$ cat config.mk
export PLATFORM = sky130hd
export DESIGN_NAME = bootctrl_mh_regbus
export DESIGN_NICKNAME = d
export VERILOG_FILES = /design/src/rtl/bootctrl_mh_regbus.sv
export SDC_FILE = /design/constraint.sdc
export NUM_CORES = 1
export LEC_CHECK = 0
export BUFFER_PORTS_ARGS = -buffer_cell sky130_fd_sc_hd__buf_2
export CAP_MARGIN = 15
export CORE_ASPECT_RATIO = 1.75
export CORE_UTILIZATION = 35
export DETAILED_ROUTE_END_ITERATION = 6
export PLACE_DENSITY = 0.62
export SYNTH_ARGS = -nofsm -noshare
export SYNTH_HDL_FRONTEND = slang
export SYNTH_SLANG_ARGS = --single-unit
export TNS_END_PERCENT = 30
$ cat constraint.sdc
create_clock -name ACLK -period 6.73 [get_ports ACLK]
set_clock_uncertainty 0.15 [all_clocks]
set_input_delay 1.346 -clock ACLK [delete_from_list [all_inputs] [get_ports ACLK]]
set_output_delay 1.346 -clock ACLK [all_outputs]
set_load 0.02 [all_outputs]
$ cat src/rtl/bootctrl_mh_regbus.sv
// Multi-hart boot controller on the regbus: per-hart reset/run sequencing,
// boot vectors, last-PC readback and an optional PC-trace FIFO.
// Ports: ACLK/ARESET (async, active-high); regbus WRADDR/BYTEEN/WREN/WDATA,
// RDADDR/RDEN/RDATA (registered); hart_reset/hart_run/hart_dram_base/
// hart_entry_pc to the cores; hart_last_pc/hart_pc_valid from the cores.
// Build option: define BOOTCTRL_MH_TRACE_EN to include the trace FIFO.
module bootctrl_mh_regbus #(
  parameter int          NHARTS         = 2,
  parameter logic [15:0] BOOT_BASE      = 16'h1000,
  parameter int          RELEASE_CYCLES = 8,
  parameter int          TRACE_DEPTH    = 16
) (
  input  logic                   ACLK,
  input  logic                   ARESET,
  input  logic [15:0]            WRADDR,
  input  logic [3:0]             BYTEEN,
  input  logic                   WREN,
  input  logic [31:0]            WDATA,
  input  logic [15:0]            RDADDR,
  input  logic                   RDEN,
  output logic [31:0]            RDATA,
  output logic [NHARTS-1:0]      hart_reset,
  output logic [NHARTS-1:0]      hart_run,
  output logic [NHARTS*32-1:0]   hart_dram_base,
  output logic [NHARTS*32-1:0]   hart_entry_pc,
  input  logic [NHARTS*32-1:0]   hart_last_pc,
  input  logic [NHARTS-1:0]      hart_pc_valid
);
  localparam int CW = $clog2(RELEASE_CYCLES + 1);
  localparam int AW = $clog2(TRACE_DEPTH);

  typedef enum logic [1:0] {
    ST_HOLD  = 2'd0,
    ST_REL   = 2'd1,
    ST_READY = 2'd2,
    ST_RUN   = 2'd3
  } hstate_t;

  function automatic logic [31:0] bmerge(
    input logic [31:0] o,
    input logic [31:0] n,
    input logic [3:0]  be
  );
    logic [31:0] r;
    r = o;
    for (int b = 0; b < 4; b++)
      if (be[b]) r[b*8 +: 8] = n[b*8 +: 8];
    return r;
  endfunction

  logic [15:0] wrel, rrel;
  logic        wwin, rwin;
  assign wrel = WRADDR - BOOT_BASE;
  assign rrel = RDADDR - BOOT_BASE;
  assign wwin = (wrel[15:8] == 8'h01) && (wrel[1:0] == 2'b00);
  assign rwin = (rrel[15:8] == 8'h01) && (rrel[1:0] == 2'b00);

  hstate_t     st_q   [NHARTS];
  hstate_t     st_d   [NHARTS];
  logic [CW-1:0] cnt_q [NHARTS];
  logic [CW-1:0] cnt_d [NHARTS];
  logic        pend_q [NHARTS];
  logic        pend_d [NHARTS];
  logic        err_q  [NHARTS];
  logic        err_d  [NHARTS];
  logic [31:0] dram_q [NHARTS];
  logic [31:0] entry_q[NHARTS];

  always_comb begin
    logic ctrl_wr;
    ctrl_wr = 1'b0;
    for (int h = 0; h < NHARTS; h++) begin
      st_d[h]   = st_q[h];
      cnt_d[h]  = cnt_q[h];
      pend_d[h] = pend_q[h];
      err_d[h]  = err_q[h];
      ctrl_wr   = WREN && BYTEEN[0] && wwin &&
                  (int'(wrel[7:5]) == h) && (wrel[4:0] == 5'h04);
      if (st_q[h] == ST_REL) begin
        if (cnt_q[h] <= CW'(1)) begin
          st_d[h]   = pend_q[h] ? ST_RUN : ST_READY;
          cnt_d[h]  = '0;
          pend_d[h] = 1'b0;
        end else begin
          cnt_d[h] = cnt_q[h] - CW'(1);
        end
      end
      if (ctrl_wr) begin
        if (WDATA[3]) err_d[h] = 1'b0;
        if (WDATA[0]) begin
          st_d[h]   = ST_HOLD;
          cnt_d[h]  = '0;
          pend_d[h] = 1'b0;
          if (WDATA[1] && st_q[h] == ST_HOLD) err_d[h] = 1'b1;
        end else begin
          unique case (st_q[h])
            ST_HOLD: begin
              st_d[h]   = ST_REL;
              cnt_d[h]  = CW'(RELEASE_CYCLES);
              pend_d[h] = WDATA[1];
            end
            ST_REL: begin
              // a START landing on the expiry cycle goes straight to run
              if (WDATA[1]) begin
                if (cnt_q[h] <= CW'(1)) st_d[h] = ST_RUN;
                else pend_d[h] = 1'b1;
              end
            end
            ST_READY: if (WDATA[1]) st_d[h] = ST_RUN;
            ST_RUN:   if (WDATA[2]) st_d[h] = ST_READY;
          endcase
        end
      end
    end
  end

  always_ff @(posedge ACLK or posedge ARESET) begin
    if (ARESET) begin
      for (int h = 0; h < NHARTS; h++) begin
        st_q[h]    <= ST_HOLD;
        cnt_q[h]   <= '0;
        pend_q[h]  <= 1'b0;
        err_q[h]   <= 1'b0;
        dram_q[h]  <= '0;
        entry_q[h] <= '0;
      end
    end else begin
      for (int h = 0; h < NHARTS; h++) begin
        st_q[h]   <= st_d[h];
        cnt_q[h]  <= cnt_d[h];
        pend_q[h] <= pend_d[h];
        err_q[h]  <= err_d[h];
        if (WREN && wwin && int'(wrel[7:5]) == h) begin
          if (wrel[4:0] == 5'h08)
            dram_q[h] <= bmerge(dram_q[h], WDATA, BYTEEN);
          if (wrel[4:0] == 5'h0C)
            entry_q[h] <= bmerge(entry_q[h], WDATA, BYTEEN);
        end
      end
    end
  end

  always_comb begin
    for (int h = 0; h < NHARTS; h++) begin
      hart_reset[h] = (st_q[h] == ST_HOLD) || (st_q[h] == ST_REL);
      hart_run[h]   = (st_q[h] == ST_RUN);
      hart_dram_base[h*32 +: 32] = dram_q[h];
      hart_entry_pc[h*32 +: 32]  = entry_q[h];
    end
  end

  logic [AW:0]  tr_count;
  logic         tr_empty;
  logic         tr_ovf;
  logic [31:0]  tr_ctrl_rd;
  logic [31:0]  tr_data;

`ifdef BOOTCTRL_MH_TRACE_EN
  logic         tr_en_q;
  logic [2:0]   tr_sel_q;
  logic [31:0]  mem [TRACE_DEPTH];
  logic [AW:0]  wp_q, rp_q;
  logic         first_q;
  logic [31:0]  last_q;
  logic [31:0]  s_pc;
  logic         s_v;
  logic         cap, push, drop, pop, tctrl_wr, clear;

  always_comb begin
    s_pc = '0;
    s_v  = 1'b0;
    for (int h = 0; h < NHARTS; h++)
      if (int'(tr_sel_q) == h) begin
        s_pc = hart_last_pc[h*32 +: 32];
        s_v  = hart_pc_valid[h];
      end
  end

  assign tr_count   = wp_q - rp_q;
  assign tr_empty   = (tr_count == '0);
  assign cap        = tr_en_q && s_v && (first_q || s_pc != last_q);
  assign push       = cap && (tr_count != (AW+1)'(TRACE_DEPTH));
  assign drop       = cap && !push;
  assign pop        = RDEN && (rrel == 16'h0018) && !tr_empty;
  assign tctrl_wr   = WREN && BYTEEN[0] && (wrel == 16'h0010);
  assign clear      = tctrl_wr && WDATA[8];
  assign tr_ctrl_rd = {28'b0, tr_sel_q, tr_en_q};
  assign tr_data    = tr_empty ? 32'h0 : mem[rp_q[AW-1:0]];

  always_ff @(posedge ACLK or posedge ARESET) begin
    if (ARESET) begin
      tr_en_q  <= 1'b0;
      tr_sel_q <= '0;
      wp_q     <= '0;
      rp_q     <= '0;
      tr_ovf   <= 1'b0;
      first_q  <= 1'b1;
      last_q   <= '0;
    end else begin
      if (clear) begin
        wp_q    <= '0;
        rp_q    <= '0;
        tr_ovf  <= 1'b0;
        first_q <= 1'b1;
      end else begin
        if (push) begin
          wp_q    <= wp_q + 1'b1;
          last_q  <= s_pc;
          first_q <= 1'b0;
        end
        if (drop) tr_ovf <= 1'b1;
        if (pop) rp_q <= rp_q + 1'b1;
      end
      if (tctrl_wr) begin
        tr_en_q  <= WDATA[0];
        tr_sel_q <= WDATA[3:1];
        if (WDATA[3:1] != tr_sel_q) first_q <= 1'b1;
      end
    end
  end

  always_ff @(posedge ACLK)
    if (push && !clear) mem[wp_q[AW-1:0]] <= s_pc;
`else
  logic unused_trace;
  assign unused_trace = ^hart_pc_valid;
  assign tr_count     = '0;
  assign tr_empty     = 1'b1;
  assign tr_ovf       = 1'b0;
  assign tr_ctrl_rd   = '0;
  assign tr_data      = '0;
`endif

  logic [31:0] rd_mux;
  logic [7:0]  run_v, hold_v;

  always_comb begin
    rd_mux = '0;
    run_v  = '0;
    hold_v = '0;
    for (int h = 0; h < NHARTS; h++) begin
      run_v[h]  = (st_q[h] == ST_RUN);
      hold_v[h] = (st_q[h] == ST_HOLD);
    end
    if (rrel == 16'h0000)
      rd_mux = {14'b0, tr_empty, tr_ovf, hold_v, run_v};
    if (rrel == 16'h0010) rd_mux = tr_ctrl_rd;
    if (rrel == 16'h0014) rd_mux = 32'(tr_count);
    if (rrel == 16'h0018) rd_mux = tr_data;
    for (int h = 0; h < NHARTS; h++)
      if (rwin && int'(rrel[7:5]) == h) begin
        case (rrel[4:0])
          5'h00: rd_mux = {27'b0, err_q[h], st_q[h],
                           hold_v[h], run_v[h]};
          5'h04: rd_mux = {31'b0, hold_v[h]};
          5'h08: rd_mux = dram_q[h];
          5'h0C: rd_mux = entry_q[h];
          5'h10: rd_mux = hart_last_pc[h*32 +: 32];
          default: rd_mux = '0;
        endcase
      end
  end

  always_ff @(posedge ACLK or posedge ARESET) begin
    if (ARESET) RDATA <= '0;
    else if (RDEN) RDATA <= rd_mux;
  end

endmodule

Word level (Yosys, flattened, before mapping)
Index checks and enable logic that the tools add are counted.
{ "word_totals": {"register_bits": 176, "latch_bits": 0, "ramBits": 0, "mem_bits_ro": 0, "inputBits": 138, "out_inout_bits": 164, "wordCells": 150, "memories": 0} }
{ "classes": {"add_sub_neg": 4, "mul": 0, "n_div": 0, "n_lt_le_gt_ge": 2, "n_eq_ne": 20, "shift": 0, "n_mux": 58, "bitwise": 0, "n_reduce_logical": 41} }
{ "op_table": {"columns": ["op", "count"], "rows": [
  ["32-bit case mux with 5 select lines", 2],
  ["32-bit two-way mux", 5],
  ["16-bit by 5-bit == test with 1-bit output (second input constant)", 3],
  ["3-bit AND reduction", 16],
  ["4-bit two-way mux", 10],
  ["2-bit two-way mux", 16],
  ["16-bit by 13-bit subtractor with 16-bit output (second input constant)", 2],
  ["5-bit by 4-bit == test with 1-bit output (second input constant)", 4],
  ["1-bit two-way mux", 20],
  ["18-bit two-way mux", 1],
  ["8-bit by 1-bit == test with 1-bit output (second input constant)", 2],
  ["16-bit zero test", 1],
  ["2-bit case mux with 4 select lines", 2],
  ["1-bit logical AND", 15],
  ["5-bit by 3-bit == test with 1-bit output (second input constant)", 2],
  ["2-bit == test (second input constant)", 4],
  ["4-bit by 1-bit less-or-equal comparator with 1-bit output (second input constant)", 2],
  ["2-bit zero test", 4],
  ["4-bit by 1-bit subtractor with 4-bit output (second input constant)", 2],
  ["3-bit by 2-bit == test with 1-bit output (second input constant)", 2],
  ["3-bit zero test", 2],
  ["5-bit == test (second input constant)", 1],
  ["5-bit zero test", 1],
  ["2-bit by 1-bit == test with 1-bit output (second input constant)", 2],
  ["2 further kinds", 4]
]} }

Depth between registers and ports, before layout
Gate-level depths: netlist (run 1).
{ "depth": {"depth_word": 8, "depth_mapped": 7, "ltp_nobuf": 6} }

Worst setup path before layout (run 1)
Ideal clock, no wire load.
{ "synth_timing": {"path_kind": "input to register", "start": "input port WRADDR[14]", "end": "register dram_q, in the netlist hart_dram_base[2]", "setup_time_ns": 0.125, "t_arrival_ns": 2.925, "t_required_ns": 6.455, "setup_slack_ns": 3.531, "cell_stages": 6, "n_path_buf": 2, "path_cell_list": "or2_0 clkbuf_1 nor4_1 and2_1 buf_2 mux2_2"} }
{ "synth_between": {"elab_chain_len": 6} }
{ "synth_lines": {"columns": ["item", "line", "text"], "rows": [
  ["start: declaration", "15", "input logic [15:0] WRADDR,"],
  ["16-bit by 13-bit subtractor with 16-bit output", "53", "assign wrel = WRADDR - BOOT_BASE;"],
  ["8-bit by 1-bit == test with 1-bit output", "55", "assign wwin = (wrel[15:8] == 8'h01) && (wrel[1:0] == 2'b00);"],
  ["1-bit logical AND", "55", null],
  ["1-bit logical AND (2 in series)", "133", "if (WREN && wwin && int'(wrel[7:5]) == h) begin"],
  ["3-bit AND reduction (no source line)", null, null],
  ["end signal: indexed assignment", "135", "dram_q[h] <= bmerge(dram_q[h], WDATA, BYTEEN);"],
  ["end: declaration", "66", "logic [31:0] dram_q [NHARTS];"]
]} }
Every way passes these cells.
A chain may end at the register's enable or synchronous reset.

Worst setup path in the final report (run 1)
{ "layout_timing": {"start": "input port RDADDR[4]", "end": "register RDATA[6]"} }
{ "layout_between": {"elab_chain_len": 7} }
{ "layout_lines": {"columns": ["item", "line", "text"], "rows": [
  ["start: declaration", "19", "input logic [15:0] RDADDR,"],
  ["16-bit by 13-bit subtractor with 16-bit output (*)", "54", "assign rrel = RDADDR - BOOT_BASE;"],
  ["16-bit by 5-bit == test with 1-bit output", "247", "if (rrel == 16'h0010) rd_mux = tr_ctrl_rd;"],
  ["32-bit two-way mux", "247", null],
  ["32-bit two-way mux", "248", "if (rrel == 16'h0014) rd_mux = 32'(tr_count);"],
  ["32-bit two-way mux", "249", "if (rrel == 16'h0018) rd_mux = tr_data;"],
  ["32-bit two-way mux", "251", "if (rwin && int'(rrel[7:5]) == h) begin"],
  ["32-bit two-way mux (*)", "251", null],
  ["end signal: assignment", "266", "else if (RDEN) RDATA <= rd_mux;"],
  ["end: declaration", "21", "output logic [31:0] RDATA,"]
]} }
Mark *: on every way between the ends. The rest lies on a longest branch, timed or not.

==> impl_metrics.tcl, run 1 <==
set metrics [dict create \
    synth-edff-count 0 \
    status "completed" \
    crit_chain "buf_2 > buf_4 > nor4b_2 > buf_4 > and2_2 > buf_4 > a221oi_1 > o32ai_1" \
    clockPowerShare 0.465 \
    hold_ws_ns 0.351 \
    syn_avg_cell_area_um2 11.8 \
    cts.sinks 176 \
    p_per_area_nw_per_um2 204 \
    synthFlopType "dfrtp_1" \
    drive_gt1_frac 0.520 \
    drt_iter0_markers 496 \
    synth_common_cells "dfrtp_1, mux2_2, clkbuf_1, a31o_2, and3_1" \
    nFillCells 2357 \
    floorplan.core_area_um2 24600 \
    wl_um 31300 \
    synth_top_family_by_area "compound AO/OA/AOI/OAI gates" \
    areaGrowthSynthToFinish_pct 27.3 \
    irDropWorstVdd_mv 0.183 \
    grt_pass1_wl_um 46200 \
    nets 1159 \
    start_kind "input pin" \
    yosys_warnings 0 \
    io_pins 302 \
    drtPass1Iterations 6 \
    grt_pass1_vias 7844 \
    multi_input_area_um2 4070 \
    p_switching_w 0.000530 \
    synth_xor_area_frac 0 \
    worst_hold_path_type "reg2reg" \
    antenna_found_initial 5 \
    dieArea_um2 25900 \
    critical_path_class "in2reg" \
    grt_max_degree 91 \
    ys_seq_area_frac 0.500 \
    slew_violations 0 \
    yosys-top-cells-area "dfrtp_1, mux2_2, a31o_2, a221oi_1, and3_1" \
    num_vias 7757 \
    final_cell_area_um2 11200 \
    drcViolationCount 0 \
    setup_tns_ns 0 \
    num_rows 76 \
    post_cts_buffers 0 \
    cts_resized 0 \
    synthAdderAreaFrac 0.00568 \
    die_y_um 212 \
    ys_ff_latch 176 \
    finalSetupViolCount 0 \
    synth_compound_area_frac 0.180 \
    clk-insertion-delay-late_ns 0.45 \
    critPathRequiredTime_ns 6.93 \
    netSwitchingFraction 0.232 \
    yosys.area_share.simple 0.104 \
    hpwl_um 21200 \
    rsz0062_at_grt "no" \
    end_kind "register" \
    postRouteAntennaNets 0 \
    fp.dieW_um 122 \
    port_buffers 299 \
    p_leak_nw 5.89 \
    synth.distinct_cells 53 \
    routabilityCongestion 0.845 \
    start_util 0.358 \
    fin_cells 1345 \
    cts.clk_slew.worst_paths_ns 0.07 \
    synth_top_cell_by_area "dfrtp_1" \
    cts_buffer_depth 2 \
    numCtsBuffers 17 \
    critPathArrivalTime_ns 4.01 \
    synthCells 748 \
    synth_area_um2 8820 \
    synth.most_common_cell "dfrtp_1" \
    finalHoldViolCount 0 \
    cpPeakStageDelay_ns 0.90 \
    synth_top_area_share 0.500 \
    seqCellArea_um2 4400 \
    final.min_clock_period_ns 3.81 \
    root_buffer "clkbuf_16" \
    cts_tree "built" \
    syn_nets 890 \
    fmax_mhz 262 \
    routedWlPerCell_um 23.3 \
    async_reset_ff_frac 1.00 \
    maxCapViolCount 0 \
    track_usage 0.244 \
    cp_slowest_cell "and2_2" \
    place_area_um2 10600 \
    htreeDepth 4 \
    grt_overflow_total 0 \
    synth_mux_area_frac 0.170 \
    p_seq_frac 0.463 \
    period_share 0.567 \
    cts_hold_buffers 0 \
    worst_slew_pin_slew_ns 1.13 \
    p_int_w 0.00176 \
    dp.cells 1310 \
    vias_per_cell 5.77 \
    path_common_cell "buf_4" \
    p_comb_frac 0.072 \
    relSlewSlack 0.249 \
    crit_fanout 67 \
]
==> through the flow <==
step	total power, W	worst slack (ns)	utilization
final	0.00229	2.92	0.456
after global routing	0.00236	2.76	0.456
after CTS	0.00231	2.92	0.455
after detailed placement	0.00124	2.46	0.430
after global placement	0.00124	2.48	0.430
after floorplan	0.00116	0.460	-
==> critical path: cells and delay by family <==
family / cells / cell delay [ns]
simple gates: 2 / 1.20
buf+inv: 4 / 1.00
compound gates: 2 / 0.44
==> cell usage in the layout (no fill, tap or decap), types with 8 or more instances in the layout <==
| cell type | n |
|---|---|
| a21oi_1 | 13 |
| inv_1 | 33 |
| o31ai_1 | 8 |
| a31o_2 | 50 |
| buf_2 | 299 |
| nand2b_1 | 10 |
| or3_1 | 8 |
| a221oi_1 | 32 |
| clkbuf_16 | 17 |
| nand3_1 | 11 |
| o32ai_1 | 24 |
| dfrtp_1 | 176 |
| mux2_2 | 128 |
| nand2_1 | 17 |
| buf_4 | 10 |
| and3_1 | 36 |
| a211oi_1 | 24 |
| nor2_1 | 11 |
| a2111oi_0 | 8 |
==> power by group through the flow <==
stage | Sequential [W] | Combinational (W) | Clock, W
2_1_floorplan | 0.00108 | 0.0000795 | 0
3_3_place_gp | 0.00108 | 0.000164 | 0
3_5_place_dp | 0.00108 | 0.000165 | 0
4_1_cts | 0.00106 | 0.000166 | 0.00109
5_1_grt | 0.00106 | 0.000180 | 0.00113
6_report | 0.00106 | 0.000166 | 0.00106
==> worst paths after layout <==
path	end	startpoint	cells past startpoint	slack, ns
worst max-delay path	RDATA[6]	RDADDR[4]	8	2.92
worst min-delay path	err_q[0]	err_q[0]	1	0.35
worst max register to register	st_q[2]	cnt_q[4]	6	4.90
worst min register to register	err_q[0]	err_q[0]	1	0.35
max in group asynchronous	hart_entry_pc[51]	ARESET	3	4.56
min in group asynchronous	RDATA[4]	ARESET	2	0.90
==> metal layers <==
layer	global-route usage	vias up	wire (um)
met2	0.429	343	16500
met1	0.271	3913	11900
li1	-	3436	-
met4	0.139	0	1170
met5	0	-	0
met3	0.0461	65	1780
==> registers in the layout, indices dropped and copies added (netlist names) <==
signal	flops
RDATA	32
cnt_q	8
err_q	2
hart_dram_base	64
hart_entry_pc	64
pend_q	2
st_q	4
==> kinds of logic (layout without fill, tap and decap cells) <==
group / after synthesis / after routing
and+or+nand+nor: 145 / 145
adders and majority gates: 4 / 4
AOI/OAI and AO/OA: 195 / 195
muxes: 134 / 134
other: 0 / 4
DFF: 176 / 176
buffers and inverters: 94 / 375
==> area by class of cell <==
class,instances,share of cell area
clock inverter,11,0.0144
inverter,34,0.0118
multi-input combinational,478,0.363
sequential,176,0.393
timing repair buffer,310,0.142
tap,312,0.0348
clock buffer,20,0.0407
antenna,4,0.000892
Note: power is estimated with default switching activity, not from simulation.
==> inputs of run 2 (changes only) <==
==> constraint.sdc (replaced) <==
create_clock -name ACLK -period 3.8 [get_ports ACLK]
set_clock_uncertainty 0.15 [all_clocks]
set_input_delay 0.76 -clock ACLK [delete_from_list [all_inputs] [get_ports ACLK]]
set_output_delay 0.76 -clock ACLK [all_outputs]
set_load 0.02 [all_outputs]
==> run 2 against run 1 <==
Effect of this change: count of clock-buffer cells in the layout grew 1; total power grew 71%; sequential cell count is the same; design area grew 0.61%; first-iteration DRC count shrank 5.6%; critical path type unchanged; critical endpoint is now hart_dram_base[9].
==> impl_metrics.tcl, run 2 (same netlist as run 1, synthesis figures left out) <==
set metrics [dict create \
    status "completed" \
    cts_tree "built" \
    end_kind "register" \
    critPathRequiredTime_ns 3.97 \
    root_buffer "clkbuf_16" \
    maxCapViolCount 0 \
    io_pins 302 \
    relSlewSlack 0.472 \
    finalSetupViolCount 0 \
    drtPass1Iterations 5 \
    antenna_found_initial 7 \
    fmax_mhz 365 \
    htreeDepth 4 \
    grt_overflow_total 0 \
    p_total_w 0.00391 \
    clk-insertion-delay-late_ns 0.44 \
    port_buffers 299 \
    drive_gt1_frac 0.525 \
    cts_hold_buffers 0 \
    postLayoutSetupSlackWorst_ns 1.06 \
    final.min_clock_period_ns 2.74 \
    rsz0062_at_grt "no" \
    num_vias 7840 \
    drcViolationCount 0 \
    drt_iter0_markers 468 \
    fin_cells 1358 \
    numCtsBuffers 17 \
    postRouteAntennaNets 0 \
    die_y_um 212 \
    worst_hold_path_type "in2async" \
    irDropWorstVdd_mv 0.263 \
    crit_fanout 8 \
    dp_slack_ns 0.612 \
    nets 1168 \
    mostFrequentLayoutCells "buf_2, dfrtp_1, mux2_2, a31o_2, and3_1" \
    dieArea_um2 25900 \
    wl_um 31800 \
    p_leak_nw 5.92 \
    critPathArrivalTime_ns 2.91 \
    start_kind "input pin" \
    worst_slew_pin_slew_ns 0.791 \
    grt_pass1_vias 8059 \
    cts.sinks 176 \
    grt_max_degree 67 \
    post_cts_buffers 0 \
    place_area_um2 10700 \
    cts_buffer_depth 2 \
    final_common_cell "buf_2" \
    setup_tns_ns 0 \
    num_rows 76 \
    grt_pass1_wl_um 47600 \
    vias_per_cell 5.77 \
    slew_violations 0 \
    fp.dieW_um 122 \
    floorplan.core_area_um2 24600 \
    hpwl_um 22500 \
    final_cell_area_um2 11300 \
    track_usage 0.252 \
    p_per_area_nw_per_um2 346 \
    start_util 0.358 \
    cts_resized 0 \
    cts.clk_slew.worst_paths_ns 0.07 \
    finalHoldViolCount 0 \
    dp.cells 1319 \
    period_share 0.721 \
    r2r_cells 6 \
    areaGrowthSynthToFinish_pct 28.1 \
    routabilityCongestion 0.846 \
    critical_path_class "in2reg" \
    routedWlPerCell_um 23.4 \
]
[run 2: worst paths after layout]
path / startpoint / endpoint / slack, ns
worst max-delay path: WRADDR[0] / hart_dram_base[9] / 1.06
worst min-delay path: ARESET / hart_entry_pc[36] / 0.31
min in group ACLK: err_q[0] / err_q[0] / 0.35
max in group asynchronous: ARESET / RDATA[22] / 2.39
worst min register to register: err_q[0] / err_q[0] / 0.35
worst max register to register: cnt_q[4] / st_q[2] / 1.96
[run 2: area by class of cell]
cell class / count / area, um^2
Antenna cell: 7 / 17.5
Clock inverter: 11 / 105
Timing Repair Buffer: 319 / 1700
Sequential cell: 176 / 4400
Multi-Input combinational cell: 478 / 4070
Clock buffer: 21 / 470
Inverter: 34 / 131
Fill cell: 2389 / 13300
Tap cell: 312 / 390
[run 2: per-layer routing]
| layer | wire length, um | track usage | up-vias |
|---|---|---|---|
| li1 | - | - | 3465 |
| met1 | 11500 | 0.278 | 3920 |
| met2 | 16900 | 0.438 | 360 |
| met3 | 1870 | 0.0480 | 95 |
| met4 | 1540 | 0.158 | 0 |
| met5 | 0 | 0 | - |
[run 2: per-stage QoR]
step,hold slack (ns),utilization
floorplan,0.305,-
global placement,0.324,0.434
detailed placement,0.326,0.434
CTS,0.303,0.458
global route,0.340,0.458
finish,0.306,0.458
[run 2: critical path: stages]
cell and delay [ns]:
buf_2 0.10, nor4b_1 0.44, and4b_1 0.62, nand3_1 0.53
mux2_2 0.44
[run 2: power breakdown]
group / switching, W / total, W / leakage (nW) / internal (W)
Clock: 0.000772 / 0.00173 / 0.284 / 0.000960
Combinational: 0.000185 / 0.000300 / 3.25 / 0.000115
Sequential: 0.000000473 / 0.00187 / 2.39 / 0.00187
Total: 0.000958 / 0.00391 / 5.92 / 0.00295
==> inputs of run 3 (changes only) <==
==> constraint.sdc (replaced) <==
create_clock -name ACLK -period 2.6 [get_ports ACLK]
set_clock_uncertainty 0.15 [all_clocks]
set_input_delay 0.52 -clock ACLK [delete_from_list [all_inputs] [get_ports ACLK]]
set_output_delay 0.52 -clock ACLK [all_outputs]
set_load 0.02 [all_outputs]
==> run 3 against run 2 <==
Effect of this change: design area grew 2.5%; total power grew 52%; global-route usage shrank 0.19 points; setup slack lost 0.62 ns; sequential share of layout area shrank 0.97 points; register-to-register slack lost 1.2 ns; critical endpoint is now hart_run[1]; largest power group unchanged; sequential cell count is the same; first-iteration DRC count shrank 3.0%; worst hold slack lost 0.12 ns; core utilization grew 1.2 points.
==> impl_metrics.tcl, run 3 (same netlist as run 1, synthesis figures left out) <==
set metrics [dict create \
    status "completed" \
    wl_met1_um 11800 \
    floorplan.core_area_um2 24600 \
    reg2reg_slack_ns 0.77 \
    cts.sinks 176 \
    final.min_clock_period_ns 2.16 \
    drcViolationCount 0 \
    grt_max_degree 68 \
    fin_cells 1381 \
    dp.cells 1342 \
    die_y_um 212 \
    worst_slew_pin_slew_ns 0.526 \
    r2r_cells 6 \
    reg2reg_from "cnt_q[4]" \
    worst_hold_path_type "in2reg" \
    critical_path_class "reg2out" \
    place_area_um2 10900 \
    final_cell_area_um2 11600 \
    critPathRequiredTime_ns 1.93 \
    htreeDepth 4 \
    hold_ws_ns 0.189 \
    cts.clk_slew.worst_paths_ns 0.07 \
    track_usage 0.250 \
    setup_tns_ns 0 \
    endpoint "hart_run[1]" \
    drtPass1Iterations 7 \
    finalSetupViolCount 0 \
    root_buffer "clkbuf_16" \
    routabilityCongestion 0.854 \
    seqCellArea_um2 4400 \
    drt_iter0_markers 454 \
    irDropWorstVdd_mv 0.447 \
    end_kind "output port" \
    postRouteAntennaNets 0 \
    p_per_area_nw_per_um2 512 \
    critPathLaunch "st_q[1]" \
    routedWlPerCell_um 22.9 \
    multi_input_area_um2 4070 \
    mostFrequentLayoutCells "buf_2, dfrtp_1, mux2_2, a31o_2, and3_1" \
    relSlewSlack 0.649 \
    crit_fanout 11 \
    port_buffers 299 \
    cts_buffer_depth 2 \
    numCtsBuffers 17 \
    drive_gt1_frac 0.534 \
    fmax_mhz 463 \
    nFillCells 2348 \
    dieArea_um2 25900 \
    start_util 0.358 \
    num_vias 7901 \
    dr.max_layer_used "met4" \
    areaGrowthSynthToFinish_pct 31.3 \
    period_share 0.831 \
    wl_met3_um 1850 \
    io_pins 302 \
    wl_met2_um 16500 \
    final_common_cell "buf_2" \
    cts_tree "built" \
    clk-insertion-delay-late_ns 0.45 \
    p_leak_nw 6.06 \
    grt_overflow_total 0 \
    vias_per_cell 5.72 \
    rsz0062_at_grt "no" \
    antenna_found_initial 6 \
    grt_pass1_wl_um 47200 \
    hpwl_um 22900 \
    num_rows 76 \
    slew_violations 0 \
    wl_um 31600 \
    final_util 0.470 \
    start_kind "register" \
    maxCapViolCount 0 \
    critPathArrivalTime_ns 1.49 \
    fp.dieW_um 122 \
    grt_pass1_vias 7903 \
    finalHoldViolCount 0 \
    nets 1192 \
    r2r_end "st_q[2]" \
    cts_resized 0 \
]
[run 3: routing by layer]
metal  vias up  track usage
li1       3500            -
met2       371        0.429
met5         -            0
met3        84       0.0477
met4         0        0.149
met1      3946        0.284
[run 3: stage by stage]
| stage | setup WS [ns] | total power, W |
|---|---|---|
| final | 0.440 | 0.00592 |
| after global routing | 0.385 | 0.00612 |
| after CTS | 0.456 | 0.00598 |
| after detailed placement | 0.0358 | 0.00324 |
| after global placement | 0.0622 | 0.00323 |
| after floorplan | -0.323 | 0.00300 |
[run 3: worst min path at each step]
| stage | from | to | slack [ns] | cells past startpoint |
|---|---|---|---|---|
| 2_1_floorplan | err_q[0] | err_q[0] | 0.31 | 1 |
| 3_3_place_gp | ARESET | hart_entry_pc[36] | 0.32 | 2 |
| 3_5_place_dp | ARESET | hart_entry_pc[4] | 0.32 | 2 |
| 4_1_cts | WDATA[8] | hart_dram_base[40] | 0.17 | 2 |
| 5_1_grt | WDATA[6] | hart_entry_pc[38] | 0.18 | 2 |
| 6_report | WDATA[20] | hart_dram_base[20] | 0.19 | 2 |
[run 3: repair_timing]
action / in CTS / in global routing
endpoints found under the hold margin: 4 / 0
setup buffers: 0 / 0
hold buffers: 1 / 0
[run 3: critical path: stages, from the launching register on]
cell and delay (ns):
dfrtp_1 0.63, nand2_1 0.13, inv_1 0.11, buf_2 0.17
[run 3: layout make-up]
class	count	share of cell area
sequential	176	0.380
multi-input combinational	478	0.352
inverter	34	0.0113
timing repair buffer	343	0.168
tap	312	0.0337
clock inverter	14	0.0164
antenna	6	0.00130
clock buffer	18	0.0371
[run 3: power by group]
part / switching [W] / internal [W]
sequential: 0.000000699 / 0.00274
clock: 0.00113 / 0.00160
combinational: 0.000270 / 0.000178
total: 0.00140 / 0.00452
